[src/rtl/sap_controller.sv]
// SAP-style micro-sequencer: three-cycle FETCH/DECODE/EXEC loop that drives
// register enables, source selects and ALU op into an external datapath.
package sap_pkg;
  typedef enum logic [2:0] {
    ALU_PASS = 3'd0,
    ALU_ADD  = 3'd1,
    ALU_SUB  = 3'd2,
    ALU_AND  = 3'd3,
    ALU_OR   = 3'd4,
    ALU_XOR  = 3'd5
  } alu_op_e;
endpackage

module sap_controller
  import sap_pkg::*;
#(
  parameter int unsigned N = 8
) (
  input  logic         clk,
  input  logic         reset,
  input  logic         start,
  output logic [3:0]   pc_addr,
  input  logic [7:0]   instr_data,
  input  logic         z_in,
  output alu_op_e      op,
  output logic         en_A,
  output logic         en_B,
  output logic         sel_A,
  output logic         sel_B,
  output logic         load_out,
  output logic [N-1:0] imm_data,
  output logic         busy,
  output logic         halted
);

  typedef enum logic [2:0] {
    S_IDLE,
    S_FETCH,
    S_DECODE,
    S_EXEC,
    S_HALT
  } state_e;

  typedef enum logic [3:0] {
    OP_NOP  = 4'h0,
    OP_LDA  = 4'h1,
    OP_LDB  = 4'h2,
    OP_ADD  = 4'h3,
    OP_SUB  = 4'h4,
    OP_AND  = 4'h5,
    OP_OR   = 4'h6,
    OP_XOR  = 4'h7,
    OP_OUTA = 4'h8,
    OP_LDAB = 4'h9,
    OP_LDBB = 4'hA,
    OP_JZ   = 4'hB,
    OP_JMP  = 4'hC,
    OP_RSVD_D = 4'hD,
    OP_RSVD_E = 4'hE,
    OP_HLT  = 4'hF
  } opcode_e;

  state_e     state;
  logic [3:0] pc;
  logic [7:0] ir;
  opcode_e    opc;

  assign pc_addr = pc;
  assign opc     = opcode_e'(ir[7:4]);

  // Controls are registered on the DECODE->EXEC edge so they are visible
  // exactly during the EXEC cycle; the default clears make them one-cycle pulses.
  always_ff @(posedge clk) begin
    if (reset) begin
      state    <= S_IDLE;
      pc       <= '0;
      ir       <= '0;
      op       <= ALU_PASS;
      en_A     <= 1'b0;
      en_B     <= 1'b0;
      sel_A    <= 1'b0;
      sel_B    <= 1'b0;
      load_out <= 1'b0;
      imm_data <= '0;
      busy     <= 1'b0;
      halted   <= 1'b0;
    end else begin
      en_A     <= 1'b0;
      en_B     <= 1'b0;
      load_out <= 1'b0;
      unique case (state)
        S_IDLE: begin
          if (start) begin
            state <= S_FETCH;
            pc    <= '0;
            busy  <= 1'b1;
          end
        end
        S_FETCH: begin
          ir    <= instr_data;
          pc    <= pc + 4'd1;
          state <= S_DECODE;
        end
        S_DECODE: begin
          imm_data <= N'(ir[3:0]);
          state    <= S_EXEC;
          case (opc)
            OP_LDA:  begin en_A <= 1'b1; sel_A <= 1'b0; end
            OP_LDB:  begin en_B <= 1'b1; sel_B <= 1'b0; end
            OP_LDAB: begin en_A <= 1'b1; sel_A <= 1'b1; end
            OP_LDBB: begin en_B <= 1'b1; sel_B <= 1'b1; end
            OP_ADD:  begin op <= ALU_ADD;  load_out <= 1'b1; end
            OP_SUB:  begin op <= ALU_SUB;  load_out <= 1'b1; end
            OP_AND:  begin op <= ALU_AND;  load_out <= 1'b1; end
            OP_OR:   begin op <= ALU_OR;   load_out <= 1'b1; end
            OP_XOR:  begin op <= ALU_XOR;  load_out <= 1'b1; end
            OP_OUTA: begin op <= ALU_PASS; load_out <= 1'b1; end
            default: ;
          endcase
        end
        S_EXEC: begin
          if (opc == OP_HLT) begin
            state  <= S_HALT;
            busy   <= 1'b0;
            halted <= 1'b1;
          end else begin
            state <= S_FETCH;
            // Jump target overrides the increment already applied in FETCH.
            if (opc == OP_JMP || (opc == OP_JZ && z_in))
              pc <= ir[3:0];
          end
        end
        S_HALT: ;
        default: state <= S_IDLE;
      endcase
    end
  end

endmodule

[config.mk]
export PLATFORM = sky130hd
export DESIGN_NAME = sap_controller
export DESIGN_NICKNAME = d
export VERILOG_FILES = /design/src/rtl/sap_controller.sv
export SDC_FILE = /design/constraint.sdc
export NUM_CORES = 1
export LEC_CHECK = 0
export ABC_AREA = 1
export ABC_CLOCK_PERIOD_IN_PS = 3520
export CAP_MARGIN = 0
export CORE_MARGIN = 3
export CORE_UTILIZATION = 25
export DETAILED_ROUTE_END_ITERATION = 8
export SETUP_SLACK_MARGIN = 0.2
export SYNTH_ARGS = -nofsm -noshare
export SYNTH_HDL_FRONTEND = slang
export SYNTH_SLANG_ARGS = --single-unit
[constraint.sdc]
create_clock -name clk -period 3.52 [get_ports clk]
set_input_delay 0.528 -clock clk [delete_from_list [all_inputs] [get_ports clk]]
set_output_delay 0.528 -clock clk [all_outputs]
set_load 0.02 [all_outputs]
; Word level (Yosys, flattened, before mapping)
; Cells that the tools add are included.
[classes]
n_mux = 16
n_eq_ne = 21
n_reduce_logical = 19
bitwise = 2
n_addsub = 1
[ops]
columns = op, n
row1 = $eq A4 B4 Y1 const B, 6
row2 = $pmux W3 S6, 1
row3 = $eq A4 B3 Y1 const B, 4
row4 = $pmux W3 S5, 1
row5 = $mux W4, 3
row6 = $pmux W4 S3, 1
row7 = $reduce_and A2 Y1, 5
row8 = $eq A4 B2 Y1 const B, 2
row9 = $ne A2 B2 Y1 const B, 4
row10 = $eq A3 B2 Y1 const B, 2
row11 = $mux W3, 2
row12 = $pmux W1 S2, 3
row13 = $reduce_bool A2 Y1, 3
row14 = $reduce_bool A6 Y1, 1
row15 = $reduce_or A2 Y1, 3
row16 = $reduce_or A6 Y1, 1
row17 = $mux W1, 5
row18 = $add A4 B1 Y4 const B, 1
row19 = $eq A4 B1 Y1 const B, 1
row20 = $reduce_and A4 Y1, 1
row21 = $eq A3 B1 Y1 const B, 1
row22 = $eq A3 B3 Y1 const B, 1
row23 = $logic_not A3 Y1, 1
row24 = $reduce_and A3 Y1, 1
row25 = 4 further kinds, 5
[totals]
word_cells = 71
out_inout_bits = 22
register_bits = 29
input_bits = 12

; Longest topological paths before layout
[logic_depth]
depth_word = 6
ltp_mapped = 9
mapped_depth_nobuf = 9

; Least setup slack after synthesis
; No wires, ideal clock.
[synth_path]
path_type = input-to-reg
start = input port z_in
end = register pc[2] (netlist: pc_addr[2])
setup_ns = 0.114
required_ns = 3.406
path_buffers = 0
setup_slack_ns = 2.268
t_arrival_ns = 1.138
cell_stages = 7
path_cell_list = nand3_1 nor2_1 nor2_4 nor2_4 nand2_1 nand2_1 nor2_2
[synth_between]
elab_chain_len = 4
[synth_lines]
columns = element, line_no
row1 = start: declaration, 24  ; input logic z_in,
row2 = $logic_and A1 B1 Y1, 129  ; if (opc == OP_JMP || (opc == OP_JZ && z_in))
row3 = $logic_or A1 B1 Y1, 129
row4 = $ne A2 B2 Y1 (no source line), n/a
row5 = $reduce_and A4 Y1 (no source line), n/a
row6 = end signal: assignment, 101  ; pc <= pc + 4'd1;
row7 = end signal: assignment, 130  ; pc <= ir[3:0];
row8 = end: declaration, 64  ; logic [3:0] pc;
; No other way between the ends.
; A chain may end at the register's enable or synchronous reset.

; Worst setup path in the final report
[layout_path]
start = register pc[0] (netlist: pc_addr[0])
end = output port pc_addr[0]
[layout_lines]
columns = element, line_no
row1 = end: declaration, 22  ; output logic [3:0] pc_addr,
; No word-level cell between the ends.

==> summary.txt <==
Run status
  – Status: completed

Clock network
  – Clock buffer depth: 2
  – Hold Buf Count CTS: 0
  – H-tree levels: 2
  – Post_cts resized: 0
  – Sink Count: 29
  – Clock transition at the registers of the reported paths: roughly 0.060 ns
  – CTS tree: yes
  – Total CTS buffers: 5
  – Worst skew pair latency: 0.28 ns
  – Root Buffer: clkbuf_8
  – Setup bufs post-CTS: 0

Synth
  – Mapped Area: 1335 sq um
  – Distinct cell type count after synthesis: 29
  – Post-Syn Instances: around 170
  – Syn Area/Cell: 7.807 sq um
  – Synth Register Bits: 29
  – Synth warnings: 0
  – Seq/Total Area, Yosys: a little over two fifths

Floorplan
  – Starting density of the core: 27.01%
  – Die width: a little under 80 um
  – Core Region: 4942 sq um
  – Die Y: 79.08 um
  – DIE AREA: approximately 6300 sq um
  – Std-Cell Rows: 25
  – Boundary Pins: 34

Worst setup path
  – Req. time, crit path: between 2 and 3 ns
  – Critical path, cell by cell: clkdlybuf4s50_1
  – Crit path capture type: output pin
  – Critical path buffers and inverters: 1
  – CP startpoint kind: flop
  – WP data arrival: roughly 1.4 ns
  – Crit-path leading delay family: buffers and inverters
  – Critical register-to-register path startpoint: state[1]$_SDFFE_PP0P_
  – Worst-path fanout max: 6
  – CP startpoint: pc_addr[0]$_SDFFE_PP0P_
  – Slowest cell on crit path: clkdlybuf4s50_1
  – Setup Crit Path Kind: reg2out
  – Max incr delay on CP: around 0.65 ns

Cells and area
  – Area Growth Syn to Fin: 32.43%
  – Filler Cells Inserted: 556
  – Final core occ: 35.77%
  – Antenna cell count: 0
  – Final net count: 216
  – Final Non-Filler Cells: 271
  – Most frequent cells in the layout: nand2_1, dfxtp_1, clkdlybuf4s50_1
  – Share of layout cells above drive strength 1: 13.73%

Timing
  – Clock Skew: 0.009373 ns
  – RSZ-0062 raised after global routing: false
  – Final setup violation count: 0
  – Post-layout min period: 1.888 ns
  – Final Hold Fails: 0
  – FMAX: 529.8 MHz
  – Fin Setup TNS: 0 ns
  – Final period utilization: between 50% and 60%
  – Final Max Tran Viols: 0
  – Setup ws final: approximately 1.6 ns

Detailed routing
  – DRC errors left: 0
  – Routed Wire Length: between 2 and 3 mm
  – Via Count: 1,170
  – WL/cell: 11.03 um
  – Via density: between 4 and 5
  – Initial DRC count: 55
  – DRT antenna net count: 0
  – Drt pass-1 iters: 4

Global routing
  – GR Util All Layers: 10.34%
  – Largest net degree at the start of global routing: 16
  – Antenna violations before repair: 0
  – Grt total ovfl: 0
  – Vias in the first global route: 1,064
  – Global-route wire length before repair: 4.968 mm

Placed design
  – Placer Congestion: 0.7240
  – Final HPWL DP: about 2.2 mm
  – Dpl cells: 263
  – Port Buffers: 29
  – Pre-CTS setup slack: 1.637 ns

Power and ir drop
  – Leak: 0.0006924 uW
  – Worst vdd ir: 0.2313 mV
  – Power per cell area: 487.7 nW/um^2

Flow run
  – Max_cap viols: 0

Hold path
  – Hold Crit Class: reg2reg
  – Worst hold start: sel_A$_SDFFE_PP0P_
[cells by family (layout without fill, tap and decap cells)]
kind of cell | after synthesis | in the layout | synth area share [%]
XOR/XNOR | 1 | 1 | 0.6562
AO/OA/AOI/OAI | 39 | 39 | 15.46
AND/OR/NAND/NOR | 79 | 79 | 30.74
buffers and inverters | 21 | 51 | 8.434
flip-flops | 29 | 29 | 43.49
adder cells (fa/ha/maj) | 1 | 1 | 0.9371
other | 1 | 4 | 0.2809
[through the flow]
stage / hold slack [ns] / power, uW / cell area (sq um)
detailed placement: 0.4449 / 566.9 / 1667
global placement: 0.4418 / 564.5 / 1667
floorplan: 0.4535 / 508.1 / 1346
CTS: 0.4552 / 875.2 / 1768
global route: 0.4640 / 911.1 / 1768
finish: 0.4501 / 862.1 / 1768
[layer usage]
metal / vias to the layer above / wire (um) / track usage, %
met5: - / 0 / 0
met2: 29 / 1242 / 14.14
li1: 615 / - / -
met1: 518 / 1522 / 14.08
met4: 0 / 76 / 5.326
met3: 8 / 146 / 3.741
[worst paths after layout]
check                             to  slack, ns  cells after the start
max                       pc_addr[0]       1.63                      1
min               sel_A$_SDFFE_PP0P_       0.45                      2
max reg2reg  pc_addr[0]$_SDFFE_PP0P_       2.03                      7
min reg2reg       sel_A$_SDFFE_PP0P_       0.45                      2
[synthesized netlist by cell type (all sizes together)]
master  count  area share, %
dfxtp      29             43
o21a        1           0.56
a21oi      22            8.5
buf         7            4.3
conb        1           0.28
nand2      35             12
nand3       9            4.7
o21ai      14            5.2
clkbuf      1           0.28
ha          1           0.94
inv        13            3.8
a22oi       2            1.1
nor3        2            1.6
nand4       3            1.9
nor2       30             11
xor2        1           0.66
[where the power goes]
group / total [uW] / internal (uW) / switching, uW
combinational: 176 / 72.1 / 104
sequential: 382 / 354 / 28.4
clock: 304 / 176 / 127
[final cells by class]
class                      count  area [sq um]  share of cell area [%]
multi-input combinational    124         653.1                   36.94
sequential                    29         580.6                   32.84
inverter                      13         51.30                   2.902
clock inverter                 1         5.005                  0.2831
timing repair buffer          30         297.8                   16.84
clock buffer                   7         96.34                   5.449
tap                           67         83.83                   4.742
[sequential cells by signal, summed over array words and instances (netlist names)]
signal    cells
en_B          1
state         3
en_A          1
ir            8
busy          1
imm_data      4
load_out      1
sel_B         1
halted        1
op            3
sel_A         1
pc_addr       4
No activity file was read; power rests on OpenSTA's default activity.
==> RTL change 1, RTL diff (config.mk and constraints unchanged) <==
Put one more register stage on the output `sel_B`, without a reset. The value now appears one clock later. The other outputs are not delayed to match.
--- a/src/rtl/sap_controller.sv
+++ b/src/rtl/sap_controller.sv
@@ -60,6 +60,8 @@
     OP_HLT  = 4'hF
   } opcode_e;
 
+  logic sel_B_s0;
+
   state_e     state;
   logic [3:0] pc;
   logic [7:0] ir;
@@ -79,7 +81,7 @@
       en_A     <= 1'b0;
       en_B     <= 1'b0;
       sel_A    <= 1'b0;
-      sel_B    <= 1'b0;
+      sel_B_s0 <= 1'b0;
       load_out <= 1'b0;
       imm_data <= '0;
       busy     <= 1'b0;
@@ -106,9 +108,9 @@
           state    <= S_EXEC;
           case (opc)
             OP_LDA:  begin en_A <= 1'b1; sel_A <= 1'b0; end
-            OP_LDB:  begin en_B <= 1'b1; sel_B <= 1'b0; end
+            OP_LDB:  begin en_B <= 1'b1; sel_B_s0 <= 1'b0; end
             OP_LDAB: begin en_A <= 1'b1; sel_A <= 1'b1; end
-            OP_LDBB: begin en_B <= 1'b1; sel_B <= 1'b1; end
+            OP_LDBB: begin en_B <= 1'b1; sel_B_s0 <= 1'b1; end
             OP_ADD:  begin op <= ALU_ADD;  load_out <= 1'b1; end
             OP_SUB:  begin op <= ALU_SUB;  load_out <= 1'b1; end
             OP_AND:  begin op <= ALU_AND;  load_out <= 1'b1; end
@@ -136,5 +138,9 @@
     end
   end
 
+  always_ff @(posedge clk) begin
+    sel_B <= sel_B_s0;
+  end
+
 endmodule
 
Formal check against the unedited RTL: not equivalent (Yosys sat finds a counterexample within 4 cycles, from zero or initial values and one cycle with reset high).
==> RTL change 1 against the original RTL <==
Via count increased by 2.6%. Critical path depth unchanged. Cell area increased by 0.21%. Sequential cell count increased by 1. Hold slack got worse by 0.098 ns. Wire length increased by 0.13%. Power increased by 1.4%. Largest power group unchanged. Worst setup slack improved by 0.015 ns. Cell count increased by 3.0%. Synthesized area decreased by 0.19%.
==> RTL change 1: results <==
metrics = {
    "status": {
        "status": "complete, no violations",
    },
    "clocking": {
        "cts_root_buf": "clkbuf_8",
        "cts_buffer_depth": 2,
        "cts_resized": 0,
    },
    "placement": {
        "place_hpwl_um": 2200,
        "gp_congestion": 0.807,
        "pre_cts_ws_ns": 1.68,
        "dpl_cell_area_um2": 1670,
        "dp.cells": 271,
    },
    "logic_synthesis": {
        "synth_common_cells": "nand2_1, dfxtp_1, nor2_1",
        "synth_compound_area_frac": 0.168,
        "synthXorXnorAreaFrac": 0,
        "synth.avg_cell_area_um2": 7.44,
        "synth_area_leaders": "dfxtp_1, nand2_1, a21oi_1",
        "synth_fa_ha_area_frac": 0.00939,
        "synth_top_area_share": 0.451,
        "ys_seq_area_frac": 0.451,
        "synth_cell_types": 25,
    },
    "sta": {
        "finClkSkew_ns": 0.00867,
    },
    "pwr": {
        "ir_drop_mv": 0.229,
        "leakage_nw": 0.713,
    },
    "global_route": {
        "grt_pass1_wl_um": 5200,
        "grt_start_max_net_pins": 17,
        "grt_pass1_vias": 1185,
        "track_usage": 0.107,
    },
    "final_layout": {
        "largest_reg_flops": 8,
        "nets": 224,
        "fillers": 551,
        "stdcell_count": 279,
        "drive_above_1_share": 0.108,
    },
    "route": {
        "avgViaCountPerCell": 4.30,
        "drt_iter0_drc": 93,
        "wire_per_inst_um": 10.7,
    },
    "hold_path": {
        "hold_depth": 0,
        "holdCritStartpoint": "sel_B_s0$_SDFFE_PP0P_",
    },
    "critical_path": {
        "cp_slowest_stage_delay_ns": 0.64,
        "worst-r2r-cell-count": 7,
        "r2r-start": "state[2]$_SDFFE_PP0P_",
        "cp_data_arrival_time_ns": 1.34,
    },
}
RTL change 1: path summary, 6_finish.rpt:
kind	end	slack, ns
max	pc_addr[0]	1.65
min	sel_B$_DFF_P_	0.35
max reg2reg	pc_addr[1]$_SDFFE_PP0P_	2.08
min reg2reg	sel_B$_DFF_P_	0.35
RTL change 1: cell type report:
| type | count | share of cell area |
|---|---|---|
| sequential | 30 | 0.339 |
| clock inverter | 1 | 0.0169 |
| timing repair buffer | 30 | 0.168 |
| clock buffer | 7 | 0.0431 |
| multi-input combinational | 125 | 0.345 |
| inverter | 19 | 0.0403 |
| tap | 67 | 0.0473 |
RTL change 1: layer usage:
layer	wire length (um)	vias to the layer above	global-route usage
li1	-	633	-
met1	1460	532	0.129
met2	1340	30	0.172
met3	157	6	0.0397
met4	38	0	0.0412
met5	0	-	0
RTL change 1: cells by family (layout without fill, tap and decap cells):
kind of cell / after synthesis / count (layout)
buf+inv: 27 / 57
fa+ha+maj: 1 / 1
simple gates: 80 / 80
compound gates: 40 / 40
other cells: 1 / 4
flops: 30 / 30
RTL change 1: metrics by stage:
stage | total power, W | util
4_1_cts | 0.000886 | 0.358
6_report | 0.000874 | 0.358
2_1_floorplan | 0.000496 | -
5_1_grt | 0.000921 | 0.358
3_5_place_dp | 0.000547 | 0.337
3_3_place_gp | 0.000547 | 0.337
RTL change 1: power by group:
part           switching (W)  internal (W)  leakage (nW)  total (W)
Clock               0.000124      0.000211        0.0524   0.000336
Sequential         0.0000215      0.000364         0.245   0.000385
Combinational      0.0000912     0.0000623         0.416   0.000154
Total               0.000237      0.000637         0.713   0.000874
==> RTL change 2, RTL diff (same settings) <==
Made on the original files. `N`: 8 -> 9.
--- a/src/rtl/sap_controller.sv
+++ b/src/rtl/sap_controller.sv
@@ -14,7 +14,7 @@
 module sap_controller
   import sap_pkg::*;
 #(
-  parameter int unsigned N = 8
+  parameter int unsigned N = 9
 ) (
   input  logic         clk,
   input  logic         reset,
Interface: changed (resized imm_data); port bits go from 34 to 35. No check against the original RTL was run, so the function may have changed too.
==> RTL change 2 against the original RTL <==
Sequential cell count unchanged. Wire length decreased by 0.20%. Synthesized area increased by 0.56%. Cell area decreased by 0.78%. Sequential share of layout area increased by 0.26 points. Cell count increased by 1.5%. Worst setup slack improved by 0.028 ns. Power decreased by 5.1%.
==> RTL change 2: results <==
metrics = {
    "sta": {
        "final_hold_viol_count": 0,
        "fin_ws_ns": 1.66,
        "finClkSkew_ns": 0.00457,
        "setup_tns_ns": 0,
    },
    "logic_synthesis": {
        "synth_cell_types": 29,
        "async_reset_ff_frac": 0,
        "syn_inst": 172,
        "synth_area_leaders": "dfxtp_1, nand2_1, a21oi_1",
        "ys_seq_area_frac": 0.432,
        "synth_common_cells": "dfxtp_1, nand2_1, nor2_1",
    },
    "global_route": {
        "grt_pass1_vias": 1047,
        "antenna_found_initial": 0,
        "track_usage": 0.103,
        "grt_pass1_wl_um": 4930,
        "grt_start_max_net_pins": 16,
    },
    "critical_path": {
        "r2r-start": "state[1]$_SDFFE_PP0P_",
        "cp_slowest_stage_delay_ns": 0.64,
        "crit_path_max_fanout": 6,
        "r2r-end": "pc_addr[0]$_SDFFE_PP0P_",
        "cp_data_arrival_time_ns": 1.33,
        "cpLargestDelayFamily": "buffers and inverters",
        "slowest_stage": "clkdlybuf4s50_1",
        "crit_start": "pc_addr[0]$_SDFFE_PP0P_",
    },
    "clocking": {
        "cts_made_buffers": 5,
        "clk_pin_slew_ns": 0.06,
        "cts_resized": 0,
        "cts_buffer_depth": 2,
        "insertion_delay_ns": 0.28,
        "cts_root_buf": "clkbuf_8",
        "post_cts_buffers": 0,
    },
    "route": {
        "dr.pass1.iters": 4,
        "num_vias": 1174,
        "wire_per_inst_um": 10.8,
        "drt_iter0_drc": 63,
    },
    "pwr": {
        "leakage_nw": 0.681,
        "ir_drop_mv": 0.149,
    },
    "placement": {
        "io_buffers": 29,
        "dp.cells": 267,
        "gp_congestion": 0.762,
        "place_hpwl_um": 2200,
        "pre_cts_ws_ns": 1.61,
    },
    "final_layout": {
        "fillers": 572,
        "stdcell_count": 275,
        "diodes": 0,
        "nets": 217,
        "largest_reg_flops": 8,
        "top_register": "ir",
        "drive_above_1_share": 0.122,
    },
    "hold_path": {
        "hold_path.class": "reg -> reg",
    },
    "status": {
        "status": "complete, no violations",
    },
}
## RTL change 2: changes by cell type in the layout (fill, tap and decap cells not counted), sizes merged
cell and change:
conb +1, clkinv -1, clkbuf +1
## RTL change 2: cell families after synthesis
| family | Yosys count | share of synthesized area |
|---|---|---|
| flip-flops | 29 | 0.432 |
| XOR/XNOR | 1 | 0.00652 |
| adder cells (fa/ha/maj) | 1 | 0.00932 |
| buffers and inverters | 22 | 0.0895 |
| AO/OA/AOI/OAI | 39 | 0.154 |
| other | 1 | 0.00279 |
| AND/OR/NAND/NOR | 79 | 0.306 |
## RTL change 2: area by class of cell
class	count	area [um^2]	share of cell area
inverters	13	51.3	0.0292
repair buffers	30	298	0.170
clock buffers	8	80.1	0.0456
well taps	70	87.6	0.0499
flip-flops and latches	29	581	0.331
multi-input cells	125	657	0.374
## RTL change 2: worst min path at each step
stage                                    end  slack (ns)  depth (start not counted)                from
final                     sel_A$_SDFFE_PP0P_        0.45                          2  sel_A$_SDFFE_PP0P_
after global routing      sel_A$_SDFFE_PP0P_        0.46                          2  sel_A$_SDFFE_PP0P_
after CTS                 sel_A$_SDFFE_PP0P_        0.45                          2  sel_A$_SDFFE_PP0P_
after detailed placement  sel_A$_SDFFE_PP0P_        0.44                          2  sel_A$_SDFFE_PP0P_
after global placement    sel_A$_SDFFE_PP0P_        0.44                          2  sel_A$_SDFFE_PP0P_
after floorplan           ir[3]$_SDFFE_PP0P_        0.45                          2  ir[3]$_SDFFE_PP0P_
## RTL change 2: layer usage
layer	vias up	wire length (um)	global-route usage
met3	8	173	0.0465
met2	27	1320	0.154
met4	0	76	0.0567
met1	519	1410	0.121
met5	-	0	0
li1	620	-	-
## RTL change 2: tightest hold or removal path, stage by stage (launching register included)
cell	delay, ns
dfxtp_1	0.31
inv_1	0.05
a21oi_1	0.05
## RTL change 2: report_power, final
group          total, W  internal [W]  switching, W
combinational  0.000176     0.0000720      0.000104
clock          0.000260      0.000140      0.000120
sequential     0.000383      0.000354     0.0000285
total          0.000819      0.000566      0.000252
## RTL change 2: metrics by stage
stage          utilization  instance area (um^2)  hold slack [ns]  power [W]
2_1_floorplan            -                  1360            0.454   0.000510
3_3_place_gp         0.326                  1670            0.441   0.000566
3_5_place_dp         0.326                  1670            0.442   0.000568
4_1_cts              0.341                  1750            0.452   0.000828
5_1_grt              0.341                  1750            0.462   0.000865
6_report             0.341                  1750            0.446   0.000819
